File: src/rtl/dac_mode_sequencer_pkg.sv
// Shared types and default timing for the DAC mode sequencer.
// Holds the FSM state encoding and the production timing defaults.
package common;

  typedef enum logic [2:0] {
    IDLE     = 3'd0,
    DEBOUNCE = 3'd1,
    MUTE     = 3'd2,
    RESET    = 3'd3,
    SWITCH   = 3'd4,
    SETTLE   = 3'd5,
    RELEASE  = 3'd6
  } seq_state_t;

  localparam int DEF_CFG_W      = 8;
  localparam int DEF_STABLE_CYC = 4096;
  localparam int DEF_MUTE_CYC   = 65536;
  localparam int DEF_RESET_CYC  = 1024;
  localparam int DEF_SETTLE_CYC = 262144;

  function automatic int max4(input int a, input int b, input int c, input int d);
    int m;
    m = a;
    if (b > m) m = b;
    if (c > m) m = c;
    if (d > m) m = d;
    return m;
  endfunction

endpackage

File: src/rtl/sync_2ff.sv
// Plain two-flop synchronizer for quasi-static control inputs.
// Reset clears both stages so the synchronized value starts at 0.
module sync_2ff #(
  parameter int W = 1
) (
  input  logic         clk_i,
  input  logic         rst_ni,
  input  logic [W-1:0] d_i,
  output logic [W-1:0] q_o
);

  logic [W-1:0] meta_q;

  always_ff @(posedge clk_i or negedge rst_ni) begin
    if (!rst_ni) begin
      meta_q <= '0;
      q_o    <= '0;
    end else begin
      meta_q <= d_i;
      q_o    <= meta_q;
    end
  end

endmodule

File: src/rtl/dac_mode_sequencer.sv
// Debounces a requested DAC configuration and applies it through a
// mute -> reset -> switch -> settle -> release -> unmute sequence.
module dac_mode_sequencer
  import common::*;
#(
  parameter int               CFG_W      = DEF_CFG_W,
  parameter logic [CFG_W-1:0] CFG_RESET  = '0,
  parameter int               STABLE_CYC = DEF_STABLE_CYC,
  parameter int               MUTE_CYC   = DEF_MUTE_CYC,
  parameter int               RESET_CYC  = DEF_RESET_CYC,
  parameter int               SETTLE_CYC = DEF_SETTLE_CYC
) (
  input  logic             clk,
  input  logic             resetn,
  input  logic [CFG_W-1:0] cfg_in,
  input  logic             mcu_mute,
  input  logic             mcu_rst,
  output logic [CFG_W-1:0] cfg_out,
  output logic             dac_mute,
  output logic             dac_rst,
  output logic             busy,
  output seq_state_t       dbg_state
);

  localparam int MAX_CYC = max4(STABLE_CYC, MUTE_CYC, RESET_CYC, SETTLE_CYC);
  localparam int CNT_W   = $clog2(MAX_CYC) + 1;

  if (STABLE_CYC < 1 || MUTE_CYC < 1 || RESET_CYC < 1 || SETTLE_CYC < 1) begin : g_bad_param
    $error("dac_mode_sequencer: all timing parameters must be >= 1");
  end

  logic [CFG_W-1:0] cfg_s;
  logic             mute_s;
  logic             rst_s;

  sync_2ff #(.W(CFG_W)) u_sync_cfg (
    .clk_i (clk),
    .rst_ni(resetn),
    .d_i   (cfg_in),
    .q_o   (cfg_s)
  );

  sync_2ff #(.W(1)) u_sync_mute (
    .clk_i (clk),
    .rst_ni(resetn),
    .d_i   (mcu_mute),
    .q_o   (mute_s)
  );

  sync_2ff #(.W(1)) u_sync_rst (
    .clk_i (clk),
    .rst_ni(resetn),
    .d_i   (mcu_rst),
    .q_o   (rst_s)
  );

  seq_state_t       state_q, state_d;
  logic [CNT_W-1:0] cnt_q, cnt_d;
  logic [CFG_W-1:0] cand_q, cand_d;
  logic [CFG_W-1:0] cfg_q, cfg_d;
  logic             mute_q, rst_q, busy_q;
  logic             last_cyc;
  logic             restart;

  // Duration loaded into the shared down-counter when a state is entered.
  function automatic logic [CNT_W-1:0] load_val(input seq_state_t s);
    case (s)
      DEBOUNCE:         return CNT_W'(STABLE_CYC);
      MUTE, RELEASE:    return CNT_W'(MUTE_CYC);
      RESET:            return CNT_W'(RESET_CYC);
      SETTLE:           return CNT_W'(SETTLE_CYC);
      default:          return CNT_W'(1);
    endcase
  endfunction

  always_comb begin
    state_d  = state_q;
    cand_d   = cand_q;
    cfg_d    = cfg_q;
    restart  = 1'b0;
    last_cyc = (cnt_q == CNT_W'(1));
    case (state_q)
      IDLE: begin
        if (cfg_s != cfg_q) begin
          cand_d  = cfg_s;
          state_d = DEBOUNCE;
        end
      end
      DEBOUNCE: begin
        if (cfg_s == cfg_q) begin
          state_d = IDLE;
        end else if (cfg_s != cand_q) begin
          cand_d  = cfg_s;
          restart = 1'b1;
        end else if (last_cyc) begin
          state_d = MUTE;
        end
      end
      MUTE:    if (last_cyc) state_d = RESET;
      RESET: begin
        if (last_cyc) begin
          state_d = SWITCH;
          cfg_d   = cand_q;
        end
      end
      SWITCH:  state_d = SETTLE;
      SETTLE:  if (last_cyc) state_d = RELEASE;
      RELEASE: if (last_cyc) state_d = IDLE;
      default: state_d = IDLE;
    endcase

    if (state_d != state_q || restart) begin
      cnt_d = load_val(state_d);
    end else if (cnt_q != '0) begin
      cnt_d = cnt_q - CNT_W'(1);
    end else begin
      cnt_d = cnt_q;
    end
  end

  // Outputs are decoded from the next state so they line up with state entry.
  always_ff @(posedge clk or negedge resetn) begin
    if (!resetn) begin
      state_q <= SETTLE;
      cnt_q   <= CNT_W'(SETTLE_CYC);
      cand_q  <= CFG_RESET;
      cfg_q   <= CFG_RESET;
      mute_q  <= 1'b1;
      rst_q   <= 1'b1;
      busy_q  <= 1'b1;
    end else begin
      state_q <= state_d;
      cnt_q   <= cnt_d;
      cand_q  <= cand_d;
      cfg_q   <= cfg_d;
      mute_q  <= mute_s | (state_d inside {MUTE, RESET, SWITCH, SETTLE, RELEASE});
      rst_q   <= rst_s | (state_d inside {RESET, SWITCH, SETTLE});
      busy_q  <= !(state_d inside {IDLE, DEBOUNCE});
    end
  end

  assign cfg_out   = cfg_q;
  assign dac_mute  = mute_q;
  assign dac_rst   = rst_q;
  assign busy      = busy_q;
  assign dbg_state = state_q;

endmodule

File: config.mk
export PLATFORM = sky130hd
export DESIGN_NAME = dac_mode_sequencer
export DESIGN_NICKNAME = d
export VERILOG_FILES = /design/src/rtl/dac_mode_sequencer_pkg.sv /design/src/rtl/sync_2ff.sv /design/src/rtl/dac_mode_sequencer.sv
export SDC_FILE = /design/constraint.sdc
export NUM_CORES = 1
export LEC_CHECK = 0
export CORE_ASPECT_RATIO = 1.25
export CORE_MARGIN = 2
export CORE_UTILIZATION = 43
export CTS_BUF_LIST = sky130_fd_sc_hd__clkbuf_2
export CTS_CLUSTER_DIAMETER = 40
export CTS_CLUSTER_SIZE = 16
export DETAILED_ROUTE_END_ITERATION = 7
export SLEW_MARGIN = 15
export SYNTH_ARGS = -nofsm -noshare
export SYNTH_HDL_FRONTEND = slang
export SYNTH_SLANG_ARGS = --single-unit
File: constraint.sdc
create_clock -name clk -period 2.91 [get_ports clk]
set_input_delay 0.582 -clock clk [delete_from_list [all_inputs] [get_ports clk]]
set_output_delay 0.582 -clock clk [all_outputs]
set_load 0.01 [all_outputs]
==> results.txt, run 1 <==
- Routed length per instance: 13.5 µm
- Critical Setup Path Class: reg2reg
- Counting flops with a built-in enable in the synthesized netlist gives 0.
- After layout, the worst path uses 87.3% of the clock period.
- The core region is 6130 µm².
- Number of synthesis warnings: 0
- The library cell used most frequently in the layout, excluding fill and tap cells, is sky130_fd_sc_hd__dfrtp_1.
- I/O pin cnt: 26
- Synthesis inferred 61 register bits.
- Num CTS Buffers: 9
- For this design the static power due to leakage is 1.46 nW.
- Once layout is complete, the utilization of the core stands at 51.7%.
* Routed Antenna Nets: 0
- Synthesis instantiated 39 different standard cells from the library.
- Via count: 1797
* Total chip power: 1.46 mW
- Worst hold-check path type: in2async
- Highest-count cells in the layout ignoring fill and taps: 55 x sky130_fd_sc_hd__dfrtp_1, 30 x sky130_fd_sc_hd__nor2_1, 24 x sky130_fd_sc_hd__clkdlybuf4s50_1, 19 x sky130_fd_sc_hd__xnor2_1, 16 x sky130_fd_sc_hd__mux2_2
* Post-Route Setup TNS: 0 ps
- Cell count after synthesis: 232
* Count of H-tree levels built during CTS: 3
- Run status: completed
- Number of iterations in the first detailed-routing pass: 4
* Cell-by-cell listing of the critical path: nor4_2, nand2_2, nor3_1, maj3_1, nand2b_1, and2_1, ha_1, nor2_1, nand2_1
* Placed Cells incl. Taps: 342
- Excluding fillers, the count of instances in the completed layout stands at 358.
- Cell Pwr Density: 462 nW/µm²
- For the worst setup path, the data arrival time is 2970 ps.
- The first global-routing pass estimated 8380 µm of wire.
- Summing all placed instances gives a cell area of 3060 µm².
- DP HPWL: 3490 µm
- The number of global-route vias before repair was 1805.
- For the worst-skew pair, the clock arrives at the later sink with an insertion delay of 490 ps.
- Post-placement worst setup slack: 428 ps
- The number of antenna diodes in the final layout is 0.
- Number of DRC markers after the initial detailed-route iteration: 95
- Least-Margin Pin Slew: 893 ps
* Floorplan die area: 6900 µm²
- Entering global routing, the biggest net connects 39 pins.
- Once the clock tree was built, the setup fixing pass inserted 0 buffers.
* Final non-filler cell area: 3160 µm²
* VDD IR-drop max: 0.000248 V
* CTS tree: yes
- Timing-limited maximum frequency: 0.394 GHz
- The worst register-to-register path ends at dac_mute.
- In this run the vertical extent of the chip is 92.4 µm.
* Max Fanout on Critical Path: 6
- PostCTS Resize Cnt: 0
* Rows: 32
- Counting every sink on the clock net gives 61.
- For the worst flop-to-flop path, the logic depth is 9.
- After synthesis, flip-flops and latches occupy 57.1% of the total area.
- Cells with a size suffix above 1 make up 17.2% of the layout.
- In the post-route analysis, the smallest setup slack over all paths is 370 ps.
- Global routing consumed, over all layers together, 16.7% of the routing resources.
* Maximum clock path buffer count: 2
- GRT overflow: 0
- The final-report hold violation count came to 0.
- Post-CTS Hold Fix Bufs: 0
* Count of buffers inserted at the top-level ports: 25
- Number of vias per cell after detailed routing: 5.02
- Setup repair after global routing missed its margin: false
- STA classifies the critical path endpoint as a register.
* Routed Wire Length: 4850 µm
* Clk root buf: sky130_fd_sc_hd__clkbuf_2
* Max-Slew Margin vs Limit: 40.4%
- Number of nets in the layout: 284
- Syn nets: 248
* Slew Viols, Final: 0
- In the routed design, unresolved DRC markers number 0.
- Worst stage delay on the critical path: 550 ps
* Effective utilization at floorplan: 43.8%
* Area of the mapped netlist: 2690 µm²
- Smallest hold slack: 50.0 ps
- Critical path required time: 3340 ps
* Min Clock Period, post-route: 2540 ps
* Die width: 74.7 µm
- Last weighted congestion value of the routability-driven placer: 0.823
- Between clock sinks in the finished design, the worst skew comes to 27.7 ps.
- Clock transition at the register clock pins on the worst setup and hold paths after CTS: 180 ps
- Number of setup violations in the final report: 0
- For this design, the slowest cell found on the critical path is sky130_fd_sc_hd__nor3_1.
* Startpoint of the most critical register-to-register path: cnt_q[6]
- Startpoint types: register
- Setup slack on the worst reg-to-reg path comes out at 370 ps.
- Compared with the post-synthesis result, the final layout area differs by 17.8%.
- Antenna violations before repair: 0
- Mapped Avg Cell Area: 11.6 µm²
- Max-cap violations: 0
- In the synthesized netlist the dominant register cell turns out to be sky130_fd_sc_hd__dfrtp_1.
* Post-synth ARST share: 100%
[flip-flops by register name, indices dropped and copies added, names as in the netlist]
signal	cells
cnt_q	19
cand_q	8
cfg_out	8
u_sync_cfg.meta_q	8
u_sync_cfg.q_o	8
dbg_state	3
busy	1
dac_mute	1
dac_rst	1
u_sync_mute.meta_q	1
u_sync_mute.q_o	1
u_sync_rst.meta_q	1
u_sync_rst.q_o	1
[cells in the mapped netlist, types with 2 or more instances]
cell type,count,share of area (%)
sky130_fd_sc_hd__nor2_1,30,4.2
sky130_fd_sc_hd__inv_1,7,0.98
sky130_fd_sc_hd__nor4_1,5,1.2
sky130_fd_sc_hd__nand2b_1,3,0.70
sky130_fd_sc_hd__o31ai_1,2,0.56
sky130_fd_sc_hd__nor3_1,12,2.2
sky130_fd_sc_hd__ha_1,4,1.9
sky130_fd_sc_hd__xor2_1,12,3.9
sky130_fd_sc_hd__clkbuf_1,2,0.28
sky130_fd_sc_hd__buf_4,2,0.56
sky130_fd_sc_hd__nand3_1,4,0.75
sky130_fd_sc_hd__o21bai_1,2,0.56
sky130_fd_sc_hd__o21ai_0,5,0.93
sky130_fd_sc_hd__nand3b_1,2,0.56
sky130_fd_sc_hd__or4_1,2,0.56
sky130_fd_sc_hd__nand2_1,11,1.5
sky130_fd_sc_hd__or3_1,2,0.47
sky130_fd_sc_hd__dfrtp_1,55,51
sky130_fd_sc_hd__nor4_2,2,0.93
sky130_fd_sc_hd__xnor2_1,19,6.2
sky130_fd_sc_hd__mux2_2,16,6.7
sky130_fd_sc_hd__a21oi_1,6,1.1
sky130_fd_sc_hd__nand4_1,6,1.4
sky130_fd_sc_hd__dfstp_2,6,5.9
[power by group]
group          internal [mW]  switching (mW)
Sequential             0.872          0.0153
Clock                  0.192           0.293
Combinational         0.0455          0.0437
[critical path: cells and delay by family (launching register included)]
family / cells / cell delay (ps)
AND/OR/NAND/NOR: 7 / 1480
flip-flops: 1 / 470
adder cells (fa/ha/maj): 2 / 520
[metal layers]
metal,GRT usage [%],part of all wire (%)
met1,20.1,42
met4,11.8,3.5
met2,26.0,51
met5,0,0
met3,3.59,3.1
[kinds of logic after synthesis]
family	share of synthesized area [%]
adder cells (fa/ha/maj)	2.24
buffers and inverters	1.96
AO/OA/AOI/OAI	4.43
flip-flops	57.1
multiplexers	7.08
XOR/XNOR	10.1
AND/OR/NAND/NOR	17.1
[worst max-delay path by stage]
| stage | start | endpoint | cells after the start |
|---|---|---|---|
| after detailed placement | cnt_q[7] | dac_mute | 9 |
| after CTS | cnt_q[6] | dac_mute | 9 |
| after global placement | cnt_q[7] | dac_mute | 9 |
| final | cnt_q[6] | dac_mute | 9 |
| after global routing | cnt_q[15] | dac_mute | 9 |
| after floorplan | dbg_state[0] | dac_mute | 8 |
[layout make-up]
| class | count | area [µm²] |
|---|---|---|
| fillers | 572 | 2960 |
| flip-flops and latches | 61 | 1530 |
| multi-input cells | 159 | 1100 |
| repair buffers | 30 | 295 |
| well taps | 85 | 106 |
| clock inverters | 6 | 53.8 |
| clock buffers | 10 | 50.0 |
| inverters | 7 | 26.3 |
Note: power is estimated with default switching activity, not from simulation.
==> run 2, diff against run 1 <==
--- a/config.mk
+++ b/config.mk
@@ -7,11 +7,13 @@
 export LEC_CHECK = 0
 export CORE_ASPECT_RATIO = 1.25
 export CORE_MARGIN = 2
-export CORE_UTILIZATION = 43
+export CORE_UTILIZATION = 50
 export CTS_BUF_LIST = sky130_fd_sc_hd__clkbuf_2
 export CTS_CLUSTER_DIAMETER = 40
 export CTS_CLUSTER_SIZE = 16
 export DETAILED_ROUTE_END_ITERATION = 7
+export HOLD_SLACK_MARGIN = 0.05
+export PLACE_DENSITY = 0.71
 export SLEW_MARGIN = 15
 export SYNTH_ARGS = -nofsm -noshare
 export SYNTH_HDL_FRONTEND = slang
==> results.txt, run 2 (synthesis gave the netlist of run 1 again) <==
- The flow ran to the end, and the final reports show no timing, DRC or antenna violations.
* Placed inst area: 3030 µm² (-0.94%)
- Hold violation count in the final report: 0 (unchanged)
- In this run the worst hold path is classified as in2async.
- DRC viols: 0 (unchanged)
- Highest-count cells in the layout ignoring fill and taps: 55 x sky130_fd_sc_hd__dfrtp_1, 30 x sky130_fd_sc_hd__nor2_1, 24 x sky130_fd_sc_hd__clkdlybuf4s50_1, 19 x sky130_fd_sc_hd__xnor2_1, 16 x sky130_fd_sc_hd__mux2_2
- Cell Pwr Density: 468 nW/µm² (+1.2%)
* Slew Viols, Final: 0 (unchanged)
* Critical path required time: 3360 ps (+20 ps)
- Max FFs per register: 19 (unchanged)
- The cell area after layout was 3140 µm² (-0.91%).
- The clock insertion delay at the later pin of the skew report was 500 ps (about the same).
* Clk root buf: sky130_fd_sc_hd__clkbuf_2
- Die boundary height: 85.9 µm (-7.0%)
- The die width came to 69.5 µm (-6.9%).
- The clock net sink count came to 61 (unchanged).
* Startpoint types: register
* Register with the most flip-flops: cnt_q
- Fillers: 418 (-27%)
* Max Fanout on Critical Path: 6 (unchanged)
- Number of vias per cell after detailed routing: 5.36 (+6.7%)
* Number of iterations in the first detailed-routing pass: 5 (+1)
* Overall fraction of global-route tracks in use: 19.1% (+2.4 points)
- Routed Wire Length: 4960 µm (+2.2%)
* Total leakage power: 1.47 nW (+0.58%)
- The proportion of layout cells with a drive suffix above 1 is 17.9% (+0.73 points).
- The number of top-level pins came to 26 (unchanged).
- The max-capacitance violation count was 0 (unchanged).
* Crit path arrival time: 2990 ps (+20 ps)
- The number of port buffers came to 25 (unchanged).
* Count of inserted antenna diode cells: 0 (unchanged)
- Fin cells: 335 (-6.4%)
* Num CTS Buffers: 9 (unchanged)
* Clock skew after layout: 21.2 ps (-6.49 ps)
- The worst ir drop on vdd came to 0.000309 V (+25%).
* Clock transition at the register clock pins on the worst setup and hold paths after CTS: 160 ps (-20 ps)
* Routed Antenna Nets: 0 (unchanged)
* Nature of the critical path endpoint: register
* Rows: 29 (-9.4%)
- Number of DRC markers after the initial detailed-route iteration: 182 (+92%)
* Post-CTS Hold Fix Bufs: 0 (unchanged)
- The post-layout net count is 284 (unchanged).
* Last weighted congestion value of the routability-driven placer: 0.805 (-2.2%)
- Count of H-tree levels built during CTS: 3 (unchanged)
- Effective utilization at floorplan: 52.5% (+8.7 points)
- Number of setup violations in the final report: 0 (unchanged)
- Pin count of the biggest net entering global routing: 32 (-18%)
- Timing-limited maximum frequency: 0.394 GHz (about the same)
* GRT overflow: 0 (unchanged)
- The final critical delay including setup and external delays is 2540 ps (+0.695 ps).
* Placed Cells incl. Taps: 319 (-6.7%)
- Core ar.: 5120 µm² (-16%)
- Cell-by-cell listing of the critical path: nor4_1, nand3_1, nor3_1, maj3_1, nand2b_1, and2_1, ha_1, nor2_1, nand2_1
- Floorplan die area: 5980 µm² (-13%)
- CTS tree: yes
- The delay of the slowest cell on the worst path is 500 ps (-50 ps).
* Number of global-route vias before repair: 1892 (+4.8%)
- Flip-flop and latch area: 1530 µm² (unchanged)
* Routed length per instance: 14.8 µm (+9.2%)
- Max-Slew Margin vs Limit: 39.3% (-1.1 points)
- Post-CTS setup buffer count: 0 (unchanged)
- The slowest stage of the critical path is the sky130_fd_sc_hd__nor3_1 cell.
- The library cell used most frequently in the layout, excluding fill and tap cells, is sky130_fd_sc_hd__dfrtp_1.
- Maximum clock path buffer count: 2 (unchanged)
- The detailed-placement wirelength estimate came to 3460 µm (-0.78%).
* Fin crit share: 87.3% (about the same)
- The number of antenna violations at the first check in global routing was 0 (unchanged).
- Critical Setup Path Class: reg2reg
- From synthesis to final layout, the design area changed by 16.8%.
* Setup repair after global routing missed its margin: false
* Via count: 1794 (-0.17%)
- Post-Route Setup TNS: 0 ps (unchanged)
- Area of combinational cells with multiple inputs: 1100 µm² (unchanged)
* Global-route wire length before repair: 8630 µm (+3.0%)
* PostCTS Resize Cnt: 0 (unchanged)
* Least-Margin Pin Slew: 910 ps (+16.4 ps)
==> run 2: worst max-delay path: cells and delay by family (launching register included) <==
family	cells	cell delay (ps)
and+or+nand+nor	7	1520
adders and majority gates	2	530
DFF	1	440
==> run 2: worst paths after layout <==
check	from	to	slack [ps]	depth (start not counted)
min in group clk	u_sync_cfg.meta_q[2]	u_sync_cfg.q_o[2]	370	0
hold reg to reg	u_sync_cfg.meta_q[2]	u_sync_cfg.q_o[2]	370	0
setup / recovery	cnt_q[16]	dac_mute	370	9
hold / removal	resetn	dbg_state[1]	100	1
setup reg to reg	cnt_q[16]	dac_mute	370	9
max in group asynchronous	resetn	cnt_q[18]	2150	2
==> run 2: final cells by class <==
type | count | share of cell area, %
Tap cell | 62 | 2.47
Clock inverter | 6 | 1.72
Clock buffer | 10 | 1.60
Multi-Input combinational cell | 159 | 35.0
Timing Repair Buffer | 30 | 9.42
Sequential cell | 61 | 48.9
Inverter | 7 | 0.838
==> run 2: stage by stage <==
stage,power [mW],setup slack (ps),hold slack (ps),util (%)
floorplan,0.946,605,286,-
global placement,0.991,470,333,59.3
detailed placement,0.994,418,336,59.3
CTS,1.49,395,93.1,61.3
global route,1.55,133,106,61.3
finish,1.47,369,102,61.3
==> run 2: per-layer routing <==
metal / routed length [µm] / global-route usage (%) / vias up
li1: - / - / 872
met1: 2050 / 22.5 / 866
met2: 2570 / 31.2 / 45
met3: 194 / 4.23 / 11
met4: 138 / 13.2 / 0
met5: 0 / 0 / -
==> run 2: power by group <==
group / switching (mW) / total, mW / leakage [nW] / internal (mW)
Sequential: 0.0159 / 0.888 / 0.761 / 0.872
Clock: 0.297 / 0.490 / 0.0729 / 0.194
Combinational: 0.0431 / 0.0885 / 0.637 / 0.0455
